$ cat config.mk
export PLATFORM = sky130hd
export DESIGN_NAME = br_resolver
export DESIGN_NICKNAME = d
export VERILOG_FILES = /design/src/rtl/cpu_defs.sv /design/src/rtl/br_cond.sv /design/src/rtl/br_resolver.sv
export SDC_FILE = /design/constraint.sdc
export NUM_CORES = 1
export LEC_CHECK = 0
export BUFFER_PORTS_ARGS = -buffer_cell sky130_fd_sc_hd__buf_2
export CORE_AREA = 3 3 157 159
export DETAILED_ROUTE_END_ITERATION = 10
export DIE_AREA = 0 0 160 162
export PLACE_DENSITY_LB_ADDON = 0.3
export SYNTH_ARGS = -nofsm -noshare
export SYNTH_HDL_FRONTEND = slang
export SYNTH_SLANG_ARGS = --single-unit
$ cat constraint.sdc
create_clock -name clk -period 4.79 [get_ports clk]
set_clock_uncertainty 0.1 [all_clocks]
set_input_delay 0.7185 -clock clk [delete_from_list [all_inputs] [get_ports clk]]
set_output_delay 0.7185 -clock clk [all_outputs]
set_load 0.02 [all_outputs]
$ cat src/rtl/cpu_defs.sv
// Shared CPU definitions used across the EX/fetch boundary.
//   br_op_t       : control-transfer opcode classes leaving EX
//   br_resolved_t : BTB training update {valid, pc, target_pc} (layout fixed, BTB consumes it)
//   redirect_t    : fetch redirect request {valid, pc}
package cpu_defs;

    typedef enum logic [3:0] {
        BR_NONE = 4'd0,
        BR_BEQ  = 4'd1,
        BR_BNE  = 4'd2,
        BR_BLT  = 4'd3,
        BR_BGE  = 4'd4,
        BR_BLTU = 4'd5,
        BR_BGEU = 4'd6,
        BR_B    = 4'd7,
        BR_BL   = 4'd8,
        BR_JIRL = 4'd9
    } br_op_t;

    typedef struct packed {
        logic        valid;
        logic [31:0] pc;
        logic [31:0] target_pc;
    } br_resolved_t;

    typedef struct packed {
        logic        valid;
        logic [31:0] pc;
    } redirect_t;

    localparam logic [31:0] INSN_BYTES = 32'd4;

endpackage

$ cat src/rtl/br_cond.sv
// Combinational branch condition and target evaluation.
//   op            : control-transfer class
//   pc, rj, rd    : instruction PC and source operands
//   imm           : sign-extended, pre-shifted offset
//   taken         : actual direction
//   target        : actual target (JIRL is register-relative, others PC-relative)
module br_cond
    import cpu_defs::*;
(
    input  br_op_t      op,
    input  logic [31:0] pc,
    input  logic [31:0] rj,
    input  logic [31:0] rd,
    input  logic [31:0] imm,
    output logic        taken,
    output logic [31:0] target
);

    logic eq;
    logic lt_s;
    logic lt_u;

    assign eq   = (rj == rd);
    assign lt_s = ($signed(rj) < $signed(rd));
    assign lt_u = (rj < rd);

    always_comb begin
        taken = 1'b0;
        unique case (op)
            BR_BEQ:                 taken = eq;
            BR_BNE:                 taken = ~eq;
            BR_BLT:                 taken = lt_s;
            BR_BGE:                 taken = ~lt_s;
            BR_BLTU:                taken = lt_u;
            BR_BGEU:                taken = ~lt_u;
            BR_B, BR_BL, BR_JIRL:   taken = 1'b1;
            default:                taken = 1'b0;
        endcase
    end

    // Targets wrap mod 2^32 and are passed unaligned-checked; fetch faults on them.
    assign target = (op == BR_JIRL) ? (rj + imm) : (pc + imm);

endmodule

$ cat src/rtl/br_resolver.sv
// Execute-stage branch resolution unit.
// Evaluates each control transfer leaving EX, emits the registered BTB training
// update, and holds a redirect/flush request toward fetch on a misprediction.
//   clk, rst_n          : clock, synchronous active-low reset
//   ex_*                : EX-stage instruction, operands and fetch-time prediction
//   ex_resolved_out     : one-cycle BTB update pulse for taken transfers
//   redirect_valid/pc   : held redirect request, released after redirect_ready
//   redirect_ready      : fetch accepts the redirect
//   flush_younger       : squash wrong-path IF/ID/EX while redirecting
//   br_cnt, mispred_cnt : wrapping resolved-branch and misprediction counters
module br_resolver
    import cpu_defs::*;
#(
    parameter int unsigned CNT_WID = 32
) (
    input  logic                clk,
    input  logic                rst_n,
    input  logic                ex_valid,
    input  logic                ex_is_stall,
    input  logic [31:0]         ex_pc,
    input  br_op_t              ex_br_op,
    input  logic [31:0]         ex_rj,
    input  logic [31:0]         ex_rd,
    input  logic [31:0]         ex_imm,
    input  logic                ex_pred_taken,
    input  logic [31:0]         ex_pred_target,
    output br_resolved_t        ex_resolved_out,
    output logic                redirect_valid,
    output logic [31:0]         redirect_pc,
    input  logic                redirect_ready,
    output logic                flush_younger,
    output logic [CNT_WID-1:0]  br_cnt,
    output logic [CNT_WID-1:0]  mispred_cnt
);

    typedef enum logic {
        IDLE  = 1'b0,
        REDIR = 1'b1
    } state_t;

    state_t             state_q;
    state_t             state_d;
    logic               fire;
    logic               act_taken;
    logic [31:0]        act_target;
    logic               mispred;
    logic [31:0]        fix_pc;
    logic               load_redir;
    br_resolved_t       resolved_q;
    logic [31:0]        redirect_pc_q;
    logic [CNT_WID-1:0] br_cnt_q;
    logic [CNT_WID-1:0] mispred_cnt_q;
    redirect_t          redir;

    br_cond u_br_cond (
        .op     (ex_br_op),
        .pc     (ex_pc),
        .rj     (ex_rj),
        .rd     (ex_rd),
        .imm    (ex_imm),
        .taken  (act_taken),
        .target (act_target)
    );

    // While redirecting, EX holds wrong-path work, so nothing fires.
    assign fire    = ex_valid & ~ex_is_stall & (state_q == IDLE);
    assign mispred = (act_taken != ex_pred_taken) |
                     (act_taken & (ex_pred_target != act_target));
    // A not-taken mispredict (including a BTB false hit on NONE) resumes at pc+4.
    assign fix_pc  = act_taken ? act_target : (ex_pc + INSN_BYTES);

    always_comb begin
        state_d    = state_q;
        load_redir = 1'b0;
        unique case (state_q)
            IDLE: begin
                if (fire && mispred) begin
                    state_d    = REDIR;
                    load_redir = 1'b1;
                end
            end
            REDIR: begin
                if (redirect_ready) begin
                    state_d = IDLE;
                end
            end
            default: state_d = IDLE;
        endcase
    end

    always_ff @(posedge clk) begin
        if (!rst_n) begin
            state_q       <= IDLE;
            resolved_q    <= '0;
            redirect_pc_q <= '0;
            br_cnt_q      <= '0;
            mispred_cnt_q <= '0;
        end else begin
            state_q <= state_d;

            if (fire && act_taken) begin
                resolved_q <= '{valid: 1'b1, pc: ex_pc, target_pc: act_target};
            end else begin
                resolved_q <= '0;
            end

            if (load_redir) begin
                redirect_pc_q <= fix_pc;
            end

            if (fire && (ex_br_op != BR_NONE)) begin
                br_cnt_q <= br_cnt_q + CNT_WID'(1);
            end

            if (fire && mispred) begin
                mispred_cnt_q <= mispred_cnt_q + CNT_WID'(1);
            end
        end
    end

    assign redir           = '{valid: (state_q == REDIR), pc: redirect_pc_q};
    assign redirect_valid  = redir.valid;
    assign redirect_pc     = redir.pc;
    assign flush_younger   = redir.valid;
    assign ex_resolved_out = resolved_q;
    assign br_cnt          = br_cnt_q;
    assign mispred_cnt     = mispred_cnt_q;

endmodule

==> flow_summary.ini, run 1 <==
[yosys]
yosys.area_share.simple = 0.242
synth_fa_ha_area_frac = 0.0788
yosys_warnings = 0
async_flop_share = 0
syn_area_per_cell_um2 = 8.21
yosysSeqAreaShare = 0.289
muxShareOfSynthArea = 0.0481
syn_nets = 1607
synthDistinctLibCells = 85
synth_compound_area_frac = 0.184
ys_ff_latch = 162
syn_area_mm2 = 0.0112
synth_edf_count = 0
synth-xor-area-share = 0.111
syn_inst = 1367
synth_top_family_by_area = simple AND/OR/NAND/NOR gates
synth_top_flop_cell = dfxtp_1

[hold_path]
worstHoldPathCells = 2
hold_class = flip-flop to flip-flop

[sta]
drv_slew = 0
fin_crit_ps = 4790
final-setup-viol-count = 0
hold_violations = 0
hold_slack_ps = 369
rsz0062_at_grt = yes
final.period_utilization = 0.999
tightest_slew_ps = 1110
fmax_mhz = 209
setup_ws_ps = 4.72
relSlewSlack = 0.260

[critical_path]
cp_slowest_cell = or4b_4
cp-end-kind = flip-flop
crit_top_cell = buf_12
required_ps = 5040
crit_type = input pin to flip-flop
startpoint_type = input pin
cp.arrival_ps = 5030
slowest_delay_ps = 510
crit_buf_inv = 7
crit_cells = 23
cp_max_fo = 5
path_delay_family = simple AND/OR/NAND/NOR gates
ff2ff_path_depth = 10
crit_chain = buf_8 -> nand2_4 -> nor3_4 -> buf_12 -> buf_12 -> mux2_4 -> ha_4 -> inv_2 -> fa_2 -> nor2b_2 -> buf_4 -> o21a_4 -> o21ai_4 -> nand2_2 -> o311ai_4 -> xor2_1 -> or4b_4 -> nor4_4 -> and4_4 -> buf_12 -> buf_16 -> o31ai_1 -> a21oi_1

[clocking]
cts_max_level = 4
clk_latency_ps = 430
numCtsBuffers = 17
cts_hold_buf = 0
cts.sinks = 162
cts_tree = yes
clkTransAtPathRegs_ps = 70
clockBufferDepth = 2
cts_root_buf = clkbuf_16

[place]
post-place-ws_ps = -605
port_buffers = 332
dp_hpwl_mm = 32.9
place.gp.congestion = 1.01
placed_area_mm2 = 0.0146

[floorplanning]
core_mm2 = 0.0234
rows = 56
start_util = 0.479
die_width_um = 160
die_y_um = 162
ios = 333
die_area_mm2 = 0.0259

[global_routing]
grt_pass1_wl_mm = 63.9
grt_pass1_vias = 11800
grt_antenna_before_repair = 3
grtUsageTotal = 0.307
grt_max_degree = 66
grt_overflow = 0

[finish]
final_layout_size_suffix_gt1_frac = 0.395
final_util = 0.696
layout_commonest_cell = buf_2
fillers = 1939
final_cell_mix = buf_2 (330), buf_4 (204), dfxtp_1 (162), nand2_1 (107), nor2_1 (102)
final_cell_area_mm2 = 0.0163
final_nets = 2114
areaGrowthSynthToFinish_pct = 45.1

[detailed_routing]
drtPass1Iterations = 5
post-route-drc-count = 0
post_drt_wl_per_cell_um = 19.6
postRouteAntennaNets = 0
finalWirelength_mm = 43.2
routed_via_density = 5.68
drtIter0Drc = 1108
vias = 12500

[pwr]
total_power_uw = 4350
powerDensity_mw_per_mm2 = 267
ir_worst_vdd_mv = 0.212
power_leakage_uw = 0.00743

[status]
outcome = completed

[flow_run]
cap_violations = 0
==> final timing paths <==
check / end / startpoint / slack (ps)
max reg2reg: br_cnt[28] / flush_younger / 1700
min reg2reg: mispred_cnt[31] / mispred_cnt[31] / 370
min: mispred_cnt[31] / mispred_cnt[31] / 370
max: mispred_cnt[18] / ex_br_op[0] / 5
==> cells in the mapped netlist (all sizes together), types with 4 or more instances <==
cell | n | area share
nand2 | 113 | 0.038
inv | 50 | 0.017
a21oi | 114 | 0.052
and2 | 45 | 0.025
o31ai | 21 | 0.015
a21boi | 5 | 0.0037
o2111ai | 9 | 0.0070
a311oi | 4 | 0.0047
o211ai | 8 | 0.0054
mux2i | 19 | 0.017
dfxtp | 162 | 0.29
a2111oi | 5 | 0.0039
nand2b | 12 | 0.0067
nor4 | 15 | 0.011
nor2b | 8 | 0.0045
a211oi | 14 | 0.011
xnor3 | 7 | 0.014
or4 | 18 | 0.012
or3 | 7 | 0.0039
xnor2 | 60 | 0.047
o21a | 6 | 0.0040
nand3 | 77 | 0.034
nor3b | 5 | 0.0033
mux2 | 31 | 0.031
a21o | 16 | 0.011
xor2 | 56 | 0.044
nor3 | 17 | 0.0076
or2 | 10 | 0.0058
buf | 19 | 0.012
nand4b | 5 | 0.0039
clkbuf | 55 | 0.019
and4 | 8 | 0.0067
ha | 69 | 0.077
nand4 | 30 | 0.017
o21bai | 4 | 0.0027
and3 | 31 | 0.018
o21ai | 82 | 0.038
nor2 | 105 | 0.035
==> worst min-delay path, stage by stage, from the launching register on <==
cell,delay (ps)
dfxtp_1,320
nand2_1,50
mux2i_1,50
==> cells by family after synthesis <==
group                      Yosys count
muxes                               50
and+or+nand+nor                    517
xor gates and xnor gates           126
DFF                                162
adders and majority gates           70
AOI/OAI and AO/OA                  318
buffers and inverters              124
==> what timing repair did <==
item / 4_1_cts / 5_1_grt
pin swaps: 4 / 43
endpoints found under the hold margin: 0 / 0
cloned: 3 / 5
buffers inserted: 10 / 13
endpoints found under the setup margin: 55 / 65
gates resized for setup: 35 / 101
==> sequential cells by signal, indices dropped and copies added, names as in the netlist <==
| register | flops |
|---|---|
| ex_resolved_out | 65 |
| br_cnt | 32 |
| redirect_pc | 32 |
| flush_younger | 1 |
| mispred_cnt | 32 |
==> power by group <==
part | internal, uW | switching, uW
clock | 743 | 652
combinational | 731 | 833
sequential | 1380 | 14.0
==> layout make-up <==
type | count | area, um2 | area share
multi-input combinational | 1081 | 8160 | 0.501
timing repair buffer | 562 | 3680 | 0.226
sequential | 162 | 3240 | 0.199
clock buffer | 17 | 425 | 0.0261
tap | 319 | 399 | 0.0245
inverter | 50 | 188 | 0.0115
clock inverter | 15 | 176 | 0.0108
antenna | 2 | 5.00 | 0.000307
==> through the flow <==
stage,cells,TNS (ps)
3_3_place_gp,2144,-27740
4_1_cts,2189,0
2_1_floorplan,1367,-11.2
6_report,2208,0
3_5_place_dp,2144,-34740
5_1_grt,2207,-1090
==> per-layer routing <==
layer  up-vias  global-route usage  share of wire
met4         4               0.105          0.034
met1      5970               0.404           0.42
met2       545               0.502           0.47
li1       5939                   -              -
met3        90              0.0671          0.077
met5         -                   0        0.00058
No activity file was read; power rests on OpenSTA's default activity.
==> run 2, diff against run 1 <==
--- a/config.mk
+++ b/config.mk
@@ -5,10 +5,11 @@
 export SDC_FILE = /design/constraint.sdc
 export NUM_CORES = 1
 export LEC_CHECK = 0
+export ABC_CLOCK_PERIOD_IN_PS = 5400
 export BUFFER_PORTS_ARGS = -buffer_cell sky130_fd_sc_hd__buf_2
-export CORE_AREA = 3 3 157 159
+export CORE_AREA = 3 3 150 152
 export DETAILED_ROUTE_END_ITERATION = 10
-export DIE_AREA = 0 0 160 162
+export DIE_AREA = 0 0 153 155
 export PLACE_DENSITY_LB_ADDON = 0.3
 export SYNTH_ARGS = -nofsm -noshare
 export SYNTH_HDL_FRONTEND = slang
==> constraint.sdc (replaced) <==
create_clock -name clk -period 5.4 [get_ports clk]
set_clock_uncertainty 0.1 [all_clocks]
set_input_delay 0.81 -clock clk [delete_from_list [all_inputs] [get_ports clk]]
set_output_delay 0.81 -clock clk [all_outputs]
set_load 0.02 [all_outputs]
==> flow_summary.ini, run 2 (synthesis results as in run 1) <==
[status]
outcome = completed

[critical_path]
ff2ff_path_depth = 11
crit_start = ex_br_op[1]
crit_buf_inv = 4
crit_chain = buf_2 -> nor3_2 -> buf_12 -> buf_4 -> mux2_2 -> ha_1 -> a21oi_1 -> o21ai_0 -> a211oi_2 -> nand2_1 -> o311ai_2 -> xor2_1 -> or4b_1 -> nor4_1 -> and4_2 -> buf_12 -> o21ai_0 -> a21oi_1
startpoint_type = input pin
cp_slowest_cell = or4b_1
required_ps = 5640
crit_type = input pin to flip-flop
timing.rr.end = br_cnt[29]
rr_startpoint = flush_younger
crit_cells = 18
cp.arrival_ps = 5350
cp_max_fo = 40
reg2reg_slack_ps = 2260
crit_end = redirect_pc[9]
cp-end-kind = flip-flop
slowest_delay_ps = 470
path_delay_family = simple AND/OR/NAND/NOR gates

[detailed_routing]
routed_via_density = 5.79
post_drt_wl_per_cell_um = 18.8
finalWirelength_mm = 38.1
drtPass1Iterations = 5
postRouteAntennaNets = 0
vias = 11700
drtIter0Drc = 952
post-route-drc-count = 0

[clocking]
clk_latency_ps = 430
cts_tree = yes
cts_root_buf = clkbuf_16
cts.repair.resized = 0
numCtsBuffers = 17
clockBufferDepth = 2
cts_hold_buf = 0
clkTransAtPathRegs_ps = 70
cts_setup_buffers = 0
cts.sinks = 162
cts_max_level = 4

[sta]
tns_ps = 0
fmax_mhz = 196
final.period_utilization = 0.946
relSlewSlack = 0.499
hold_slack_ps = 364
fin_crit_ps = 5110
drv_slew = 0
final-setup-viol-count = 0
tightest_slew_ps = 746
hold_violations = 0
rsz0062_at_grt = no
setup_ws_ps = 291

[place]
dp_hpwl_mm = 31.0
post-place-cells = 1995
place.gp.congestion = 1.02
port_buffers = 332
post-place-ws_ps = -45.2

[global_routing]
grt_antenna_before_repair = 1
grt_pass1_wl_mm = 58.5
grtUsageTotal = 0.303
grt_pass1_vias = 11100
grt_max_degree = 65
grt_overflow = 0

[pwr]
powerDensity_mw_per_mm2 = 249
ir_worst_vdd_mv = 0.225
power_leakage_uw = 0.00659

[hold_path]
hold_class = flip-flop to flip-flop
worstHoldPathCells = 2

[finish]
layout_commonest_cell = buf_2
largest_reg_flops = 65
diodes = 0
areaGrowthSynthToFinish_pct = 27.2
final_util = 0.674
fin_cells = 2027
final_nets = 1979
final_cell_mix = buf_2 (332), dfxtp_1 (162), nand2_1 (112), a21oi_1 (111), nor2_1 (105)
final_layout_size_suffix_gt1_frac = 0.302

[flow_run]
cap_violations = 0

[floorplanning]
start_util = 0.530
core_mm2 = 0.0212
ios = 333
rows = 53
die_width_um = 153
die_y_um = 155
die_area_mm2 = 0.0237
-- run 2: changes by cell type in the layout (fill, tap and decap cells not counted), sizes merged, moves of 2 or more --
cell	previous run	this run
buf	557	427
inv	55	60
diode	2	0
clkbuf	22	17
clkinvlp	5	0
-- run 2: routing by layer --
metal	vias to the layer above	track usage	share of wire
met4	2	0.104	0.033
met5	-	0	0.00034
met1	5461	0.409	0.43
li1	5665	-	-
met3	79	0.0506	0.085
met2	531	0.497	0.46
-- run 2: worst min-delay path: stages, from the launching register on --
cell and delay [ps]:
dfxtp_1 320, nand2_1 50, mux2i_1 50
-- run 2: how the worst min path moves through the flow --
stage | startpoint | endpoint | slack [ps]
5_1_grt | redirect_pc[25] | redirect_pc[25] | 400
2_1_floorplan | mispred_cnt[31] | mispred_cnt[31] | 440
3_5_place_dp | mispred_cnt[31] | mispred_cnt[31] | 360
4_1_cts | mispred_cnt[31] | mispred_cnt[31] | 370
6_report | mispred_cnt[31] | mispred_cnt[31] | 360
3_3_place_gp | mispred_cnt[31] | mispred_cnt[31] | 350
-- run 2: power by group --
part	internal, uW	switching [uW]	leakage, uW
Combinational	459	633	0.00499
Sequential	1220	11.4	0.00131
Clock	631	595	0.000295
Total	2310	1240	0.00659
-- run 2: area by class of cell --
| type | instances | area, um2 |
|---|---|---|
| Multi-Input combinational cell | 1081 | 7460 |
| Fill cell | 1793 | 6890 |
| Sequential cell | 162 | 3240 |
| Timing Repair Buffer | 427 | 2420 |
| Clock buffer | 17 | 425 |
| Tap cell | 275 | 344 |
| Inverter | 50 | 188 |
| Clock inverter | 15 | 179 |
-- run 2: metrics by stage --
step                      instance area, um2  total power, uW
after floorplan                        11200             1900
after global placement                 13700             2310
after detailed placement               13700             2320
after CTS                              14300             3540
after global routing                   14300             3690
final                                  14300             3550
==> run 3, diff against run 2 <==
--- a/config.mk
+++ b/config.mk
@@ -5,11 +5,13 @@
 export SDC_FILE = /design/constraint.sdc
 export NUM_CORES = 1
 export LEC_CHECK = 0
+export ABC_AREA = 1
 export ABC_CLOCK_PERIOD_IN_PS = 5400
 export BUFFER_PORTS_ARGS = -buffer_cell sky130_fd_sc_hd__buf_2
-export CORE_AREA = 3 3 150 152
+export CORE_AREA = 3 3 153 155
+export CTS_BUF_LIST = sky130_fd_sc_hd__clkbuf_16
 export DETAILED_ROUTE_END_ITERATION = 10
-export DIE_AREA = 0 0 153 155
+export DIE_AREA = 0 0 156 158
 export PLACE_DENSITY_LB_ADDON = 0.3
 export SYNTH_ARGS = -nofsm -noshare
 export SYNTH_HDL_FRONTEND = slang
==> flow_summary.ini, run 3 <==
[sta]
final.period_utilization = 0.840
relSlewSlack = 0.347
fmax_mhz = 220
hold_violations = 0
hold_slack_ps = 356
tightest_slew_ps = 978
drv_slew = 0
tns_ps = 0
final-setup-viol-count = 0
fin_crit_ps = 4540
rsz0062_at_grt = no

[clocking]
clk_latency_ps = 430
cts_hold_buf = 0
cts_max_level = 4
numCtsBuffers = 17
cts_root_buf = clkbuf_16
cts_setup_buffers = 0
clockBufferDepth = 2
cts_tree = yes
cts.repair.resized = 0
clkTransAtPathRegs_ps = 70
cts.sinks = 162

[detailed_routing]
drtIter0Drc = 1180
postRouteAntennaNets = 0
finalWirelength_mm = 40.4
routed_via_density = 5.28
post-route-drc-count = 0
vias = 13600
drtPass1Iterations = 7
post_drt_wl_per_cell_um = 15.7

[hold_path]
hold_class = flip-flop to flip-flop
worstHoldPathCells = 1

[critical_path]
cp-end-kind = flip-flop
cp.arrival_ps = 4780
cp_max_fo = 46
slowest_delay_ps = 400
cp_slowest_cell = nand2_4
required_ps = 5640
startpoint_type = input pin
ff2ff_path_depth = 15
crit_type = input pin to flip-flop
crit_top_cell = nand2_1

[floorplanning]
core_mm2 = 0.0220
die_area_mm2 = 0.0246
start_util = 0.543
die_y_um = 158
rows = 54
ios = 333
die_width_um = 156

[yosys]
yosys_warnings = 0
post-synth-top-count-cell = nand2_1
syn_area_per_cell_um2 = 6.04
yosys-top-cells-area = dfxtp_1 (27%), nand2_1 (17%), inv_1 (9.3%)
syn_area_mm2 = 0.0119
yosysSeqAreaShare = 0.272
syn_inst = 1974
ys_ff_latch = 162
netlist.area_leader.share = 0.272
synthTopCellsByCount = nand2_1 (544), inv_1 (295), nor2_1 (248)
synth_top_flop_cell = dfxtp_1
async_flop_share = 0
syn_nets = 2214
yosysTopAreaCell = dfxtp_1
synth_edf_count = 0
synthDistinctLibCells = 40

[global_routing]
grt_antenna_before_repair = 2
grt_pass1_vias = 12800
grtUsageTotal = 0.321
grt_overflow = 0
grt_max_degree = 64
grt_pass1_wl_mm = 63.4

[finish]
layout_commonest_cell = nand2_1
final_cell_mix = nand2_1 (544), buf_2 (332), inv_1 (295), nor2_1 (248), nand3_1 (192)
areaGrowthSynthToFinish_pct = 20.6
largest_reg_flops = 65
final_cell_area_mm2 = 0.0144
final_nets = 2520
final_layout_size_suffix_gt1_frac = 0.175

[flow_run]
cap_violations = 0

[place]
placed_area_mm2 = 0.0138
port_buffers = 332
place.gp.congestion = 1.05
dp_hpwl_mm = 33.3

[pwr]
power_leakage_uw = 0.00773
powerDensity_mw_per_mm2 = 238
ir_worst_vdd_mv = 0.164

[status]
outcome = completed
==> run 3: changes by cell type in the layout (fill, tap and decap cells not counted), sizes merged, moves of 21 or more <==
| cell | before | now |
|---|---|---|
| a21oi | 114 | 156 |
| and2 | 45 | 8 |
| and3 | 31 | 1 |
| buf | 427 | 340 |
| inv | 60 | 302 |
| mux2 | 31 | 0 |
| nand2 | 113 | 554 |
| nand3 | 77 | 201 |
| nor2 | 105 | 251 |
| nor3 | 17 | 40 |
| o21ai | 82 | 56 |
| o31ai | 21 | 0 |
| xnor2 | 60 | 10 |
==> run 3: cell families after synthesis <==
group,share of synthesized area
AND/OR/NAND/NOR,0.395
AO/OA/AOI/OAI,0.0975
flip-flops,0.272
buffers and inverters,0.116
XOR/XNOR,0.0462
adder cells (fa/ha/maj),0.0740
==> run 3: layout make-up <==
type,instances,area (um2)
fill,2122,7570
multi-input combinational,1462,7320
sequential,162,3240
timing repair buffer,340,1730
inverter,297,1110
clock buffer,17,425
tap,280,350
clock inverter,15,196
antenna,1,2.50
==> run 3: per-stage QoR <==
| stage | util | std cells | setup WS [ps] | total power [uW] |
|---|---|---|---|---|
| finish | 0.655 | 2574 | 863 | 3420 |
| global route | 0.655 | 2574 | 410 | 3590 |
| CTS | 0.655 | 2573 | 946 | 3420 |
| detailed placement | 0.627 | 2541 | 518 | 2150 |
| global placement | 0.627 | 2541 | 658 | 2140 |
| floorplan | - | 1974 | 1390 | 1860 |
==> run 3: final timing paths <==
check                startpoint              end  slack, ps
hold reg to reg      br_cnt[31]       br_cnt[31]        360
setup reg to reg  flush_younger       br_cnt[31]       2230
hold / removal       br_cnt[31]       br_cnt[31]        360
setup / recovery    ex_br_op[0]  redirect_pc[31]        860
==> run 3: layer usage <==
layer  GRT usage  vias up  part of all wire
met1       0.402     6076              0.42
met3      0.0697       92             0.087
met2       0.545      567              0.47
met4       0.114        2             0.032
met5           0        -           0.00032
li1            -     6857                 -
==> run 3: worst max-delay path: cells and delay by family <==
family / cells / cell delay, ps
AOI/OAI and AO/OA: 2 / 200
buffers and inverters: 4 / 590
and+or+nand+nor: 19 / 2780
adders and majority gates: 1 / 390
==> run 3: where the power goes <==
part	internal, uW	leakage [uW]	switching, uW
sequential	1220	0.00131	16.5
combinational	297	0.00613	612
clock	704	0.000289	572
